## config.mk

```make
export PLATFORM = sky130hd
export DESIGN_NAME = mem_access_unit_flat
export DESIGN_NICKNAME = d
export VERILOG_FILES = /design/src/rtl/mem_access_unit_pkg.sv /design/src/rtl/mem_access_unit_if.sv /design/src/rtl/mem_access_unit_align.sv /design/src/rtl/mem_access_unit.sv /design/src/flat_wrapper.sv
export SDC_FILE = /design/constraint.sdc
export NUM_CORES = 1
export LEC_CHECK = 0
export CORE_MARGIN = 3
export CORE_UTILIZATION = 35
export DETAILED_ROUTE_END_ITERATION = 16
export HOLD_SLACK_MARGIN = 0.15
export PLACE_DENSITY = 0.79
export SKIP_CTS_REPAIR_TIMING = 1
export SYNTH_ARGS = -nofsm -noshare
export SYNTH_HDL_FRONTEND = slang
export SYNTH_SLANG_ARGS = --single-unit
```

## constraint.sdc

```tcl
create_clock -name clk -period 5.2 [get_ports clk]
set_input_delay 1.3 -clock clk [delete_from_list [all_inputs] [get_ports clk]]
set_output_delay 1.3 -clock clk [all_outputs]
set_load 0.05 [all_outputs]
```

## src/rtl/mem_access_unit_pkg.sv

```systemverilog
// Shared definitions for the memory stage: instruction IDs, FSM states, decoded op.
package mem_access_unit_pkg;

    localparam int unsigned INSTR_W = 6;
    localparam int unsigned XLEN    = 32;
    localparam int unsigned STRB_W  = 4;
    localparam int unsigned REG_W   = 5;

    typedef logic [INSTR_W-1:0] instr_id_t;

    localparam instr_id_t INSTR_LB  = 6'd1;
    localparam instr_id_t INSTR_LH  = 6'd2;
    localparam instr_id_t INSTR_LW  = 6'd3;
    localparam instr_id_t INSTR_LBU = 6'd4;
    localparam instr_id_t INSTR_LHU = 6'd5;
    localparam instr_id_t INSTR_SB  = 6'd6;
    localparam instr_id_t INSTR_SH  = 6'd7;
    localparam instr_id_t INSTR_SW  = 6'd8;

    typedef enum logic [1:0] {
        ST_IDLE = 2'd0,
        ST_REQ  = 2'd1,
        ST_WAIT = 2'd2,
        ST_DONE = 2'd3
    } mau_state_e;

    typedef enum logic [1:0] {
        SZ_BYTE = 2'd0,
        SZ_HALF = 2'd1,
        SZ_WORD = 2'd2
    } acc_size_e;

    typedef struct packed {
        logic      is_mem;
        logic      is_store;
        logic      is_signed;
        acc_size_e size;
    } mem_op_t;

    // Classify an instruction ID; non-memory IDs decode to is_mem=0.
    function automatic mem_op_t decode_op(input instr_id_t id);
        mem_op_t op;
        op      = '0;
        op.size = SZ_WORD;
        case (id)
            INSTR_LB:  begin op.is_mem = 1'b1; op.is_signed = 1'b1; op.size = SZ_BYTE; end
            INSTR_LH:  begin op.is_mem = 1'b1; op.is_signed = 1'b1; op.size = SZ_HALF; end
            INSTR_LW:  begin op.is_mem = 1'b1; op.size = SZ_WORD; end
            INSTR_LBU: begin op.is_mem = 1'b1; op.size = SZ_BYTE; end
            INSTR_LHU: begin op.is_mem = 1'b1; op.size = SZ_HALF; end
            INSTR_SB:  begin op.is_mem = 1'b1; op.is_store = 1'b1; op.size = SZ_BYTE; end
            INSTR_SH:  begin op.is_mem = 1'b1; op.is_store = 1'b1; op.size = SZ_HALF; end
            INSTR_SW:  begin op.is_mem = 1'b1; op.is_store = 1'b1; op.size = SZ_WORD; end
            default:   op = op;
        endcase
        return op;
    endfunction

endpackage

```

## src/rtl/mem_access_unit_if.sv

```systemverilog
// Data-memory valid/ready port between the memory stage (master) and data memory (slave).
interface mem_access_unit_if;
    import mem_access_unit_pkg::*;

    logic              dmem_req_valid;
    logic              dmem_req_ready;
    logic              dmem_we;
    logic [XLEN-1:0]   dmem_addr;
    logic [XLEN-1:0]   dmem_wdata;
    logic [STRB_W-1:0] dmem_wstrb;
    logic              dmem_rsp_valid;
    logic [XLEN-1:0]   dmem_rdata;

    modport master (
        output dmem_req_valid, dmem_we, dmem_addr, dmem_wdata, dmem_wstrb,
        input  dmem_req_ready, dmem_rsp_valid, dmem_rdata
    );

    modport slave (
        input  dmem_req_valid, dmem_we, dmem_addr, dmem_wdata, dmem_wstrb,
        output dmem_req_ready, dmem_rsp_valid, dmem_rdata
    );
endinterface

```

## src/rtl/mem_access_unit_align.sv

```systemverilog
// Byte-lane steering: store strobes/data, load lane extraction and extension, misalignment.
module load_store_align
    import mem_access_unit_pkg::*;
(
    input  logic [INSTR_W-1:0] instr_id_i,
    input  logic [1:0]         addr_lo_i,
    input  logic [XLEN-1:0]    rs2_i,
    input  logic [XLEN-1:0]    rdata_i,
    output logic               is_mem_o,
    output logic               is_store_o,
    output logic               misaligned_o,
    output logic [STRB_W-1:0]  wstrb_o,
    output logic [XLEN-1:0]    wdata_o,
    output logic [XLEN-1:0]    load_data_o
);
    mem_op_t    op;
    logic [7:0]  lane_b;
    logic [15:0] lane_h;

    // Decode, select lanes and extend according to access size.
    always_comb begin
        op           = decode_op(instr_id_i);
        lane_b       = rdata_i[{addr_lo_i, 3'b000} +: 8];
        lane_h       = addr_lo_i[1] ? rdata_i[31:16] : rdata_i[15:0];
        is_mem_o     = op.is_mem;
        is_store_o   = op.is_store;
        misaligned_o = 1'b0;
        wstrb_o      = '0;
        wdata_o      = rs2_i;
        load_data_o  = rdata_i;
        case (op.size)
            SZ_BYTE: begin
                wstrb_o     = 4'b0001 << addr_lo_i;
                wdata_o     = {4{rs2_i[7:0]}};
                load_data_o = op.is_signed ? {{24{lane_b[7]}}, lane_b} : {24'b0, lane_b};
            end
            SZ_HALF: begin
                misaligned_o = addr_lo_i[0];
                wstrb_o      = 4'b0011 << addr_lo_i;
                wdata_o      = {2{rs2_i[15:0]}};
                load_data_o  = op.is_signed ? {{16{lane_h[15]}}, lane_h} : {16'b0, lane_h};
            end
            default: begin
                misaligned_o = (addr_lo_i != 2'b00);
                wstrb_o      = 4'b1111;
            end
        endcase
        if (!op.is_store) begin
            wstrb_o = '0;
        end
        if (!op.is_mem) begin
            misaligned_o = 1'b0;
        end
    end
endmodule

```

## src/rtl/mem_access_unit.sv

```systemverilog
// Pipeline memory stage: issues load/store transactions on the dmem port and stalls until done.
module mem_access_unit
    import mem_access_unit_pkg::*;
#(
    parameter int unsigned TIMEOUT_CYCLES = 255,
    parameter int unsigned CNT_WIDTH      = 8
) (
    input  logic               clk,
    input  logic               rst,
    input  logic               pipe_stall_in,
    input  logic [INSTR_W-1:0] instr_id_in,
    input  logic [XLEN-1:0]    mem_addr_in,
    input  logic [XLEN-1:0]    rs2_value_in,
    input  logic [XLEN-1:0]    exec_output_in,
    input  logic [REG_W-1:0]   rd_addr_in,
    input  logic               rd_valid_in,
    mem_access_unit_if.master  dmem,
    output logic               mem_stall,
    output logic [XLEN-1:0]    mem_result,
    output logic [REG_W-1:0]   rd_addr_out,
    output logic               rd_valid_out,
    output logic               misaligned_fault,
    output logic               bus_error
);
    mau_state_e           state_q, state_d;
    logic [CNT_WIDTH-1:0] cnt_q, cnt_d;
    logic [XLEN-1:0]      rdata_q, rdata_d;
    logic                 err_q, err_d;

    logic                 is_mem;
    logic                 is_store;
    logic                 misaligned;
    logic [STRB_W-1:0]    wstrb;
    logic [XLEN-1:0]      wdata;
    logic [XLEN-1:0]      load_data;
    logic                 drive_req;

    load_store_align u_align (
        .instr_id_i   (instr_id_in),
        .addr_lo_i    (mem_addr_in[1:0]),
        .rs2_i        (rs2_value_in),
        .rdata_i      (rdata_q),
        .is_mem_o     (is_mem),
        .is_store_o   (is_store),
        .misaligned_o (misaligned),
        .wstrb_o      (wstrb),
        .wdata_o      (wdata),
        .load_data_o  (load_data)
    );

    assign rd_addr_out = rd_addr_in;

    // State, timeout counter, read-data latch and error latch.
    always_ff @(posedge clk or posedge rst) begin
        if (rst) begin
            state_q <= ST_IDLE;
            cnt_q   <= '0;
            rdata_q <= '0;
            err_q   <= 1'b0;
        end else begin
            state_q <= state_d;
            cnt_q   <= cnt_d;
            rdata_q <= rdata_d;
            err_q   <= err_d;
        end
    end

    // Next-state logic and combinational outputs.
    always_comb begin
        state_d          = state_q;
        cnt_d            = cnt_q;
        rdata_d          = rdata_q;
        err_d            = err_q;
        drive_req        = 1'b0;
        mem_stall        = 1'b0;
        mem_result       = '0;
        rd_valid_out     = 1'b0;
        misaligned_fault = 1'b0;
        bus_error        = 1'b0;

        case (state_q)
            ST_IDLE: begin
                if (!is_mem) begin
                    mem_result   = exec_output_in;
                    rd_valid_out = rd_valid_in;
                end else if (misaligned) begin
                    misaligned_fault = 1'b1;
                end else begin
                    drive_req = 1'b1;
                    mem_stall = 1'b1;
                    cnt_d     = '0;
                    err_d     = 1'b0;
                    state_d   = dmem.dmem_req_ready ? ST_WAIT : ST_REQ;
                end
            end
            ST_REQ: begin
                drive_req = 1'b1;
                mem_stall = 1'b1;
                if (dmem.dmem_req_ready) begin
                    state_d = ST_WAIT;
                end
            end
            ST_WAIT: begin
                mem_stall = 1'b1;
                cnt_d     = cnt_q + CNT_WIDTH'(1);
                if (dmem.dmem_rsp_valid) begin
                    rdata_d = dmem.dmem_rdata;
                    state_d = ST_DONE;
                end else if ((TIMEOUT_CYCLES != 0) && (cnt_d == CNT_WIDTH'(TIMEOUT_CYCLES))) begin
                    err_d   = 1'b1;
                    state_d = ST_DONE;
                end
            end
            ST_DONE: begin
                if (err_q) begin
                    bus_error = 1'b1;
                end else if (!is_store) begin
                    mem_result   = load_data;
                    rd_valid_out = rd_valid_in;
                end
                if (!pipe_stall_in) begin
                    state_d = ST_IDLE;
                    cnt_d   = '0;
                    err_d   = 1'b0;
                end
            end
            default: begin
                state_d = ST_IDLE;
            end
        endcase

        dmem.dmem_req_valid = drive_req;
        dmem.dmem_we        = drive_req & is_store;
        dmem.dmem_addr      = drive_req ? {mem_addr_in[XLEN-1:2], 2'b00} : '0;
        dmem.dmem_wdata     = drive_req ? wdata : '0;
        dmem.dmem_wstrb     = drive_req ? wstrb : '0;
    end
endmodule

```

## src/flat_wrapper.sv

```systemverilog
// flat-port wrapper written by rule: the top's interface ports become plain ports
module mem_access_unit_flat import mem_access_unit_pkg::*;
#(
    parameter int unsigned TIMEOUT_CYCLES = 255,
    parameter int unsigned CNT_WIDTH      = 8
)
  (clk, rst, pipe_stall_in, instr_id_in, mem_addr_in, rs2_value_in, exec_output_in, rd_addr_in, rd_valid_in, mem_stall, mem_result, rd_addr_out, rd_valid_out, misaligned_fault, bus_error, dmem_dmem_req_valid, dmem_dmem_we, dmem_dmem_addr, dmem_dmem_wdata, dmem_dmem_wstrb, dmem_dmem_req_ready, dmem_dmem_rsp_valid, dmem_dmem_rdata);
  mem_access_unit_if dmem_i ();
  input  logic clk;
  input  logic rst;
  input  logic pipe_stall_in;
  input  logic [INSTR_W-1:0] instr_id_in;
  input  logic [XLEN-1:0] mem_addr_in;
  input  logic [XLEN-1:0] rs2_value_in;
  input  logic [XLEN-1:0] exec_output_in;
  input  logic [REG_W-1:0] rd_addr_in;
  input  logic rd_valid_in;
  output logic mem_stall;
  output logic [XLEN-1:0] mem_result;
  output logic [REG_W-1:0] rd_addr_out;
  output logic rd_valid_out;
  output logic misaligned_fault;
  output logic bus_error;
  output wire logic [$bits(dmem_i.dmem_req_valid)-1:0] dmem_dmem_req_valid;
  output wire logic [$bits(dmem_i.dmem_we)-1:0] dmem_dmem_we;
  output wire logic [$bits(dmem_i.dmem_addr)-1:0] dmem_dmem_addr;
  output wire logic [$bits(dmem_i.dmem_wdata)-1:0] dmem_dmem_wdata;
  output wire logic [$bits(dmem_i.dmem_wstrb)-1:0] dmem_dmem_wstrb;
  input wire logic [$bits(dmem_i.dmem_req_ready)-1:0] dmem_dmem_req_ready;
  input wire logic [$bits(dmem_i.dmem_rsp_valid)-1:0] dmem_dmem_rsp_valid;
  input wire logic [$bits(dmem_i.dmem_rdata)-1:0] dmem_dmem_rdata;
  assign dmem_dmem_req_valid = dmem_i.dmem_req_valid;
  assign dmem_dmem_we = dmem_i.dmem_we;
  assign dmem_dmem_addr = dmem_i.dmem_addr;
  assign dmem_dmem_wdata = dmem_i.dmem_wdata;
  assign dmem_dmem_wstrb = dmem_i.dmem_wstrb;
  assign dmem_i.dmem_req_ready = dmem_dmem_req_ready;
  assign dmem_i.dmem_rsp_valid = dmem_dmem_rsp_valid;
  assign dmem_i.dmem_rdata = dmem_dmem_rdata;
  mem_access_unit #(.TIMEOUT_CYCLES(TIMEOUT_CYCLES), .CNT_WIDTH(CNT_WIDTH)) u_core (.clk(clk), .rst(rst), .pipe_stall_in(pipe_stall_in), .instr_id_in(instr_id_in), .mem_addr_in(mem_addr_in), .rs2_value_in(rs2_value_in), .exec_output_in(exec_output_in), .rd_addr_in(rd_addr_in), .rd_valid_in(rd_valid_in), .dmem(dmem_i), .mem_stall(mem_stall), .mem_result(mem_result), .rd_addr_out(rd_addr_out), .rd_valid_out(rd_valid_out), .misaligned_fault(misaligned_fault), .bus_error(bus_error));
endmodule
```

== Yosys cells after proc, flatten, opt, wreduce, memory -nomap -nowiden ==
Index checks and enable logic that the tools add are counted.

* Bits in registers: 43
* Word-level logic and storage cells: 94

* Reduce and logical (&&, ||, !) cells: 14
* Muxes and demuxes: 51
* Add/sub/neg operators: 1
* Shift-type cells: 3
* Bitwise operators: 1
* Equal/unequal tests: 20

{| class="wikitable"
|+ Operators by type and width
! operator !! count
|-
| $mux 32 || 7
|-
| $pmux 32 s2 || 3
|-
| $shiftx 32x6->8 || 1
|-
| $eq 6x3->1 const B || 4
|-
| $mux 8 || 3
|-
| $pmux 8 s3 || 1
|-
| $mux 1 || 19
|-
| $mux 16 || 1
|-
| $mux 2 || 7
|-
| $eq 6x2->1 const B || 2
|-
| $reduce_or 3->1 || 3
|-
| $add 8x1->8 const B || 1
|-
| $eq 8x8->1 const B || 1
|-
| $mux 4 || 2
|-
| $ne 2x2->1 const B || 4
|-
| $pmux 1 s2 || 4
|-
| $pmux 2 s4 || 1
|-
| $pmux 4 s2 || 1
|-
| $reduce_or 8->1 || 1
|-
| $eq 6x1->1 const B || 1
|-
| $eq 6x4->1 const B || 1
|-
| $reduce_and 6->1 || 1
|-
| $reduce_and 5->1 || 1
|-
| $eq 2x1->1 const B || 2
|-
| 14 further kinds || 18
|}

== Logic depth before layout (Yosys ltp) ==
Gate-level depths: netlist (run 1).

* Word-level depth: 10
* Mapped depth: 9
* Depth with buffers taken out: 8

== Cells and area by module ==
Synthesis (run 1) repeated with hierarchy kept, for this count alone.

* Cell total of the unflattened synthesis: 489
* Area total of the unflattened synthesis: 4101.4 µm²

{| class="wikitable"
|+ By module, submodules not included
! module !! cells each !! area an instance (µm²) !! seq. area each (µm²) !! instances
|-
| mem_access_unit || 314 || 2884.0 || 1076.0 || 1
|-
| load_store_align || 175 || 1217.4 || 0.0 || 1
|}

== Least setup slack after synthesis (run 1) ==
OpenSTA, ideal clock, no wires.

* Path type: input to output
* Start point: in instr_id_in[2]
* End point: out mem_result[17]
* Slack: 0.053 ns
* Cell stages on the path: 8
* Required time: 3.900 ns
* Arrival time: 3.847 ns
* Path through: clkbuf_1 nor4b_1 o21ai_0 and3b_1 nor2b_1 o21ai_0 clkbuf_1 o21ai_0

* Longest elaborated chain between the ends: 8
* Elaborated cells between the ends (all ways): 26

{| class="wikitable"
|+ RTL lines
! item !! RTL line !! RTL
|-
| start, declared || flat_wrapper.sv:12 || <nowiki>input logic [INSTR_W-1:0] instr_id_in;</nowiki>
|-
| $eq 6x3->1, or another cell as far along || mem_access_unit_pkg.sv:45 || <nowiki>case (id)</nowiki>
|-
| $reduce_or 3->1 (no line) / $reduce_or 2->1 (equally long branches) || -- ||
|-
| $pmux 2 s2 / $mux 1 (equally long branches) || mem_access_unit_pkg.sv:45 ||
|-
| $eq 2x1->1, or another cell as far along || mem_access_unit_align.sv:31 || <nowiki>case (op.size)</nowiki>
|-
| $pmux 32 s2 || mem_access_unit_align.sv:31 ||
|-
| $mux 32 || mem_access_unit.sv:117 || <nowiki>end else if (!is_store) begin</nowiki>
|-
| $mux 32 || mem_access_unit.sv:115 || <nowiki>if (err_q) begin</nowiki>
|-
| $pmux 32 s2 * || mem_access_unit.sv:81 || <nowiki>case (state_q)</nowiki>
|-
| end, declared || flat_wrapper.sv:19 || <nowiki>output logic [XLEN-1:0] mem_result;</nowiki>
|}

Every way passes the cells marked *; elsewhere a longest branch is shown, timed or not.

== Worst setup path after layout (run 1) ==
* Start point: in instr_id_in[0]
* End point: out dmem_dmem_wdata[31]

* Longest elaborated chain between the ends: 10
* Elaborated cells between the ends (all ways): 22

{| class="wikitable"
|+ RTL lines
! item !! RTL line !! RTL
|-
| $eq 6x3->1, or another cell as far along || mem_access_unit_pkg.sv:45 ||
|-
| $reduce_or 3->1 (no line) || -- ||
|-
| $pmux 2 s2 || mem_access_unit_pkg.sv:45 ||
|-
| $eq 2x1->1 / $logic_not 2->1 (equally long branches) || mem_access_unit_align.sv:31 ||
|-
| $pmux 1 s2 || mem_access_unit_align.sv:31 ||
|-
| $mux 1 || mem_access_unit_align.sv:51 || <nowiki>if (!op.is_mem) begin</nowiki>
|-
| $mux 1 || mem_access_unit.sv:86 || <nowiki>end else if (misaligned) begin</nowiki>
|-
| $mux 1 || mem_access_unit.sv:83 || <nowiki>if (!is_mem) begin</nowiki>
|-
| $pmux 1 s2 || mem_access_unit.sv:81 ||
|-
| $mux 32 * || mem_access_unit.sv:135 || <nowiki>dmem.dmem_wdata = drive_req ? wdata : '0;</nowiki>
|-
| end, declared || flat_wrapper.sv:27 || <nowiki>output wire logic [$bits(dmem_i.dmem_wdata)-1:0] dmem_dmem_wdata;</nowiki>
|}

Marked as above.

==> impl_metrics.tcl, run 1 <==
set metrics [dict create \
    outcome "complete, no violations" \
    wl_per_cell_um 18.17 \
    synth_cells 484 \
    cp_common_cell "buf_4" \
    max_slew_margin_pct 39.72 \
    initial_core_util_pct 36.34 \
    clkTransAtPathRegs_ns 0.09 \
    die_area_um2 12100 \
    path_cells "clkdlybuf4s50_1, or3b_1, a211o_1, a31oi_1, nor2_2, buf_4, nor3_1, buf_4" \
    critical_path_class "input pin to primary output" \
    fin_crit_sh_pct 96.91 \
    post-dp-hpwl_um 12580 \
    p_per_area_nw_per_um2 544.9 \
    grt_max_degree 44 \
    synth_area_um2 3785 \
    cpPeakStageDelay_ns 0.50 \
    rows 37 \
    critPathTopFamily "buffers and inverters" \
    cts_num_sinks 43 \
    maxCapViolCount 0 \
    finalMaxSlewViolations 0 \
    finalCoreUtilization_pct 64.74 \
    vias 4552 \
    die_w_um 110.0 \
    drtPass1Iterations 5 \
    crit_arrival_ns 3.74 \
    core_area_um2 10420 \
    nFillCells 875 \
    critPathSlowestCell "clkdlybuf4s50_1" \
    dieHeight_um 110.0 \
    root_buffer "clkbuf_8" \
    setup_viol 0 \
    cts_tree "yes" \
    clkLatencyLatePin_ns 0.30 \
    globalRouteTotalUtil_pct 24.63 \
    ys_async_sr_fraction_pct 100.0 \
    fmax_mhz 198.4 \
    seq_area_frac_synth_pct 28.43 \
    hp-class "flip-flop to flip-flop" \
    ys.flop_type "dfrtp_1" \
    worst-path-max-fanout 24 \
    grt_antenna_before_repair 0 \
    yosysTopAreaCell "dfrtp_1" \
    grt_overflow 0 \
    hold_violations 0 \
    grt_first_pass_wirelength_um 23260 \
    post-route-min-period_ns 5.039 \
    synth.distinct_cells 50 \
    vias_per_cell 5.312 \
    ys_warn_count 0 \
    drc_errors 0 \
    critPathLaunchType "input pin" \
    final_nets 871 \
    io_pins 256 \
    synth_top_cell_area_share_pct 28.43 \
    synthTopCellsByCount "nand2_1 (72), nor2_1 (52), and2_1 (45)" \
    gp_congestion 0.9354 \
    synthTopCellsByArea "dfrtp_1 (28%), mux2_2 (10%), and2_1 (7.4%)" \
    fin_skew_ns 0.006146 \
    drive_above_1_share_pct 25.80 \
    synth_edf_count 0 \
    syn_area_per_cell_um2 7.820 \
    cts_buffers 5 \
    io_buffers 243 \
    drtIter0Drc 245 \
    vdd_drop_max_v 0.0003551 \
    htreeDepth 2 \
    tightest_slew_ns 0.9029 \
    final_cell_area_um2 6744 \
    crit_path_end_kind "primary output" \
    grt_pass1_vias 4550 \
    path_buf_inv 3 \
    syn_to_final_growth_pct 78.18 \
    synthMostInstantiatedCell "nand2_1" \
    required_ns 3.90 \
    post_dp_cell_area_um2 6605 \
    grt_setup_unrepaired "false" \
    diodes 0 \
    synth_seq_cells 43 \
    setup_tns_ns 0 \
    drtAntennaViolNets 0 \
    clockBufferDepth 2 \
    p_leak_nw 2.931 \
    drt-total-wl_um 15570 \
]
through the flow:
| step | std cells | power [mW] | hold slack, ns | setup slack (ns) |
|---|---|---|---|---|
| floorplan | 485 | 2.219 | 0.4664 | 0.05260 |
| global placement | 849 | 3.317 | 0.4829 | 0.1865 |
| detailed placement | 849 | 3.363 | 0.5066 | 0.1101 |
| CTS | 857 | 3.688 | 0.5274 | 0.1094 |
| global route | 857 | 3.854 | 0.5460 | 0.03037 |
| finish | 857 | 3.675 | 0.5215 | 0.1606 |
final cells by class:
type	count	area, um2	area share, %
inverters	9	35.03	0.5195
clock buffers	6	72.57	1.076
repair buffers	268	2825	41.89
flip-flops and latches	43	1076	15.96
well taps	136	170.2	2.523
multi-input cells	393	2505	37.14
clock inverters	2	60.06	0.8905
layer usage:
| layer | part of all wire [%] | global-route usage (%) |
|---|---|---|
| met5 | 0 | 0 |
| met3 | 7.5 | 4.776 |
| met2 | 52 | 44.84 |
| met4 | 2.9 | 9.706 |
| met1 | 38 | 28.17 |
where the power goes:
part / internal, mW / switching (mW) / leakage (nW) / total [mW]
combinational: 1.14 / 1.60 / 2.34 / 2.74
clock: 0.192 / 0.121 / 0.0654 / 0.313
sequential: 0.479 / 0.145 / 0.526 / 0.624
flip-flops by register name, indices dropped and copies added, names as in the netlist:
name	cells
u_core.cnt_q	8
u_core.rdata_q	32
u_core.state_q	2
u_core.err_q	1
path summary, 6_finish.rpt:
path,from,end,slack [ns],cells after the start
min in group asynchronous,rst,u_core.cnt_q[4],1.51,2
setup reg to reg,u_core.state_q[0],u_core.cnt_q[4],2.75,8
setup / recovery,instr_id_in[0],dmem_dmem_wdata[31],0.16,8
hold / removal,u_core.err_q,u_core.err_q,0.52,1
max in group asynchronous,rst,u_core.rdata_q[1],3.12,2
hold reg to reg,u_core.err_q,u_core.err_q,0.52,1
cells in the final DEF, fill, tap and decap left out, types with 7 or more instances in the layout:
cell	Yosys	routed
o22ai_1	11	11
inv_1	8	7
clkdlybuf4s50_1	0	140
nand2_1	72	72
a21oi_1	19	19
dfrtp_1	43	43
nor2_1	52	51
buf_12	0	37
and2_1	45	45
nor3_1	10	10
buf_4	8	91
mux2_2	35	35
o21ai_1	7	7
nor2b_1	9	8
mux2i_1	17	17
o221ai_1	15	15
a31oi_1	7	7
o21ai_0	30	29
cell families (layout without fill, tap and decap cells):
group,Yosys count,after routing,synth area share [%]
simple gates,220,220,28.53
compound gates,111,111,18.98
mux,54,54,16.10
buf+inv,49,285,5.884
flops,43,43,28.43
fa+ha+maj,6,6,1.983
other cells,1,2,0.09908
(Power assumes the default switching activity.)
==> run 2: changes to the inputs <==
- CTS_BUF_LIST: unset -> sky130_fd_sc_hd__clkbuf_8
- REMOVE_ABC_BUFFERS: unset -> 1
==> run 2 against run 1 <==
Compared with the run above:
- clock skew down 0.00057 ns
- combinational power decreased by 1%
- sequential share of layout area is 0.12 points higher
- critical path depth down 1
- sequential power fell by 2%
- global-route usage is 2.3 points lower
- power shrank 1.5%
- worst setup slack worse by 0.12 ns
- register-to-register slack barely moved
- clock-buffer cell count decreased by 1
- worst hold slack better by 0.0064 ns
- utilization is 0.49 points lower
- largest cell class unchanged
- largest power group unchanged
==> impl_metrics.tcl, run 2 (synthesis gave the netlist of run 1 again) <==
set metrics [dict create \
    outcome "complete, no violations" \
    vias 4536 \
    tightest_slew_ns 1.227 \
    hold_violations 0 \
    die_w_um 110.0 \
    vias_per_cell 5.330 \
    p_per_area_nw_per_um2 540.7 \
    globalRouteTotalUtil_pct 22.36 \
    setup_viol 0 \
    combPwrFrac_pct 74.6 \
    path_cells "clkdlybuf4s50_1, mux4_2, nor3b_1, o31ai_1, o221ai_1, nand2_1, buf_12" \
    fmax_mhz 193.8 \
    cts_buffers 5 \
    p_int_mw 1.795 \
    final_nets 865 \
    drtAntennaViolNets 0 \
    dp_cells 843 \
    syn_to_final_growth_pct 76.83 \
    vdd_drop_max_v 0.0003807 \
    reg2reg_slack_ns 2.75 \
    grt_overflow 0 \
    whs_path_depth 1 \
    grt_pass1_vias 4265 \
    critPathSlowestCell "o31ai_1" \
    p_leak_nw 2.912 \
    rows 37 \
    drtPass1Iterations 5 \
    largest_register_ff_count 32 \
    drc_errors 0 \
    critical_path_class "input pin to primary output" \
    clkLatencyLatePin_ns 0.30 \
    drt-total-wl_um 14630 \
    io_pins 256 \
    io_buffers 243 \
    instances_no_fill 851 \
    post-route-min-period_ns 5.159 \
    required_ns 3.90 \
    hp-class "flip-flop to flip-flop" \
    fin_skew_ns 0.005578 \
    initial_core_util_pct 36.34 \
    cpPeakStageDelay_ns 0.99 \
    wl_per_cell_um 17.19 \
    clkPwrFrac_pct 8.5 \
    crit_path_end_kind "primary output" \
    drive_above_1_share_pct 24.76 \
    grt_antenna_before_repair 0 \
    critPathTopFamily "compound AO/OA/AOI/OAI gates" \
    top_register "u_core.rdata_q" \
    htreeDepth 2 \
    seq_power_share_pct 16.9 \
    root_buffer "clkbuf_8" \
    post-dp-hpwl_um 11620 \
    grt_first_pass_wirelength_um 21390 \
    die_area_um2 12100 \
    gp_congestion 0.8125 \
    dieHeight_um 110.0 \
    grt_max_degree 44 \
    max_slew_margin_pct 17.51 \
    net-switching-power_mw 1.824 \
    diodes 0 \
    r2r_cells 8 \
    fin_crit_sh_pct 99.22 \
    crit_arrival_ns 3.86 \
    worst-path-max-fanout 7 \
    final_cell_area_um2 6693 \
    cts_tree "yes" \
    netSwitchingFraction_pct 50.41 \
    core_area_um2 10420 \
    maxCapViolCount 0 \
    path_buf_inv 2 \
    critPathLaunchType "input pin" \
    clkTransAtPathRegs_ns 0.08 \
    grt_setup_unrepaired "false" \
    cts_num_sinks 43 \
    post_dp_cell_area_um2 6558 \
    finalCoreUtilization_pct 64.25 \
    final_common_cell "clkdlybuf4s50_1" \
    mostFrequentLayoutCells "clkdlybuf4s50_1 (139), buf_4 (85), nand2_1 (72)" \
    nFillCells 885 \
    drtIter0Drc 338 \
    clockBufferDepth 2 \
    largest_registers "u_core.rdata_q x32, u_core.cnt_q x8, u_core.state_q x2" \
    path_depth 7 \
    finalMaxSlewViolations 0 \
]
-- run 2: layout make-up --
cell class,instances,area (um2),share of cell area (%)
clock inverter,3,63.81,0.9534
timing repair buffer,262,2783,41.58
multi-input combinational,393,2497,37.32
sequential,43,1076,16.08
inverter,9,33.78,0.5048
tap,136,170.2,2.543
clock buffer,5,68.82,1.028
-- run 2: through the flow --
| stage | power, mW | worst slack, ns | TNS, ns | hold slack [ns] |
|---|---|---|---|---|
| 6_report | 3.619 | 0.04081 | 0 | 0.5279 |
| 5_1_grt | 3.799 | 0.02361 | 0 | 0.5569 |
| 4_1_cts | 3.635 | 0.09790 | 0 | 0.5331 |
| 3_5_place_dp | 3.318 | 0.1678 | 0 | 0.5115 |
| 3_3_place_gp | 3.276 | 0.2079 | 0 | 0.4884 |
| 2_1_floorplan | 2.170 | -0.8674 | -46.50 | 0.4664 |
-- run 2: worst reg2reg max path: stages, from the launching register on --
cell and delay, ns:
dfrtp_1 0.40, inv_1 0.08, ha_1 0.25, inv_1 0.11
a31oi_1 0.06, buf_4 0.18, or4_4 0.60, or2_0 0.40
o41ai_2 0.26
-- run 2: worst paths after layout --
check / start / end
max: mem_addr_in[1] / mem_result[13]
min: u_core.rdata_q[5] / u_core.rdata_q[5]
max reg2reg: u_core.state_q[0] / u_core.cnt_q[6]
min reg2reg: u_core.rdata_q[5] / u_core.rdata_q[5]
max in group asynchronous: rst / u_core.state_q[0]
min in group asynchronous: rst / u_core.rdata_q[27]
-- run 2: per-layer routing --
layer	GRT usage (%)	share of wire (%)
met1	26.11	37
met2	40.51	51
met3	5.475	10
met4	6.144	2.3
met5	0	0
-- run 2: power by group through the flow --
stage	registers (mW)	clock network, mW	logic (mW)
finish	0.611	0.309	2.70
global route	0.629	0.328	2.84
CTS	0.608	0.313	2.71
detailed placement	0.613	0	2.70
global placement	0.604	0	2.67
floorplan	0.568	0	1.60
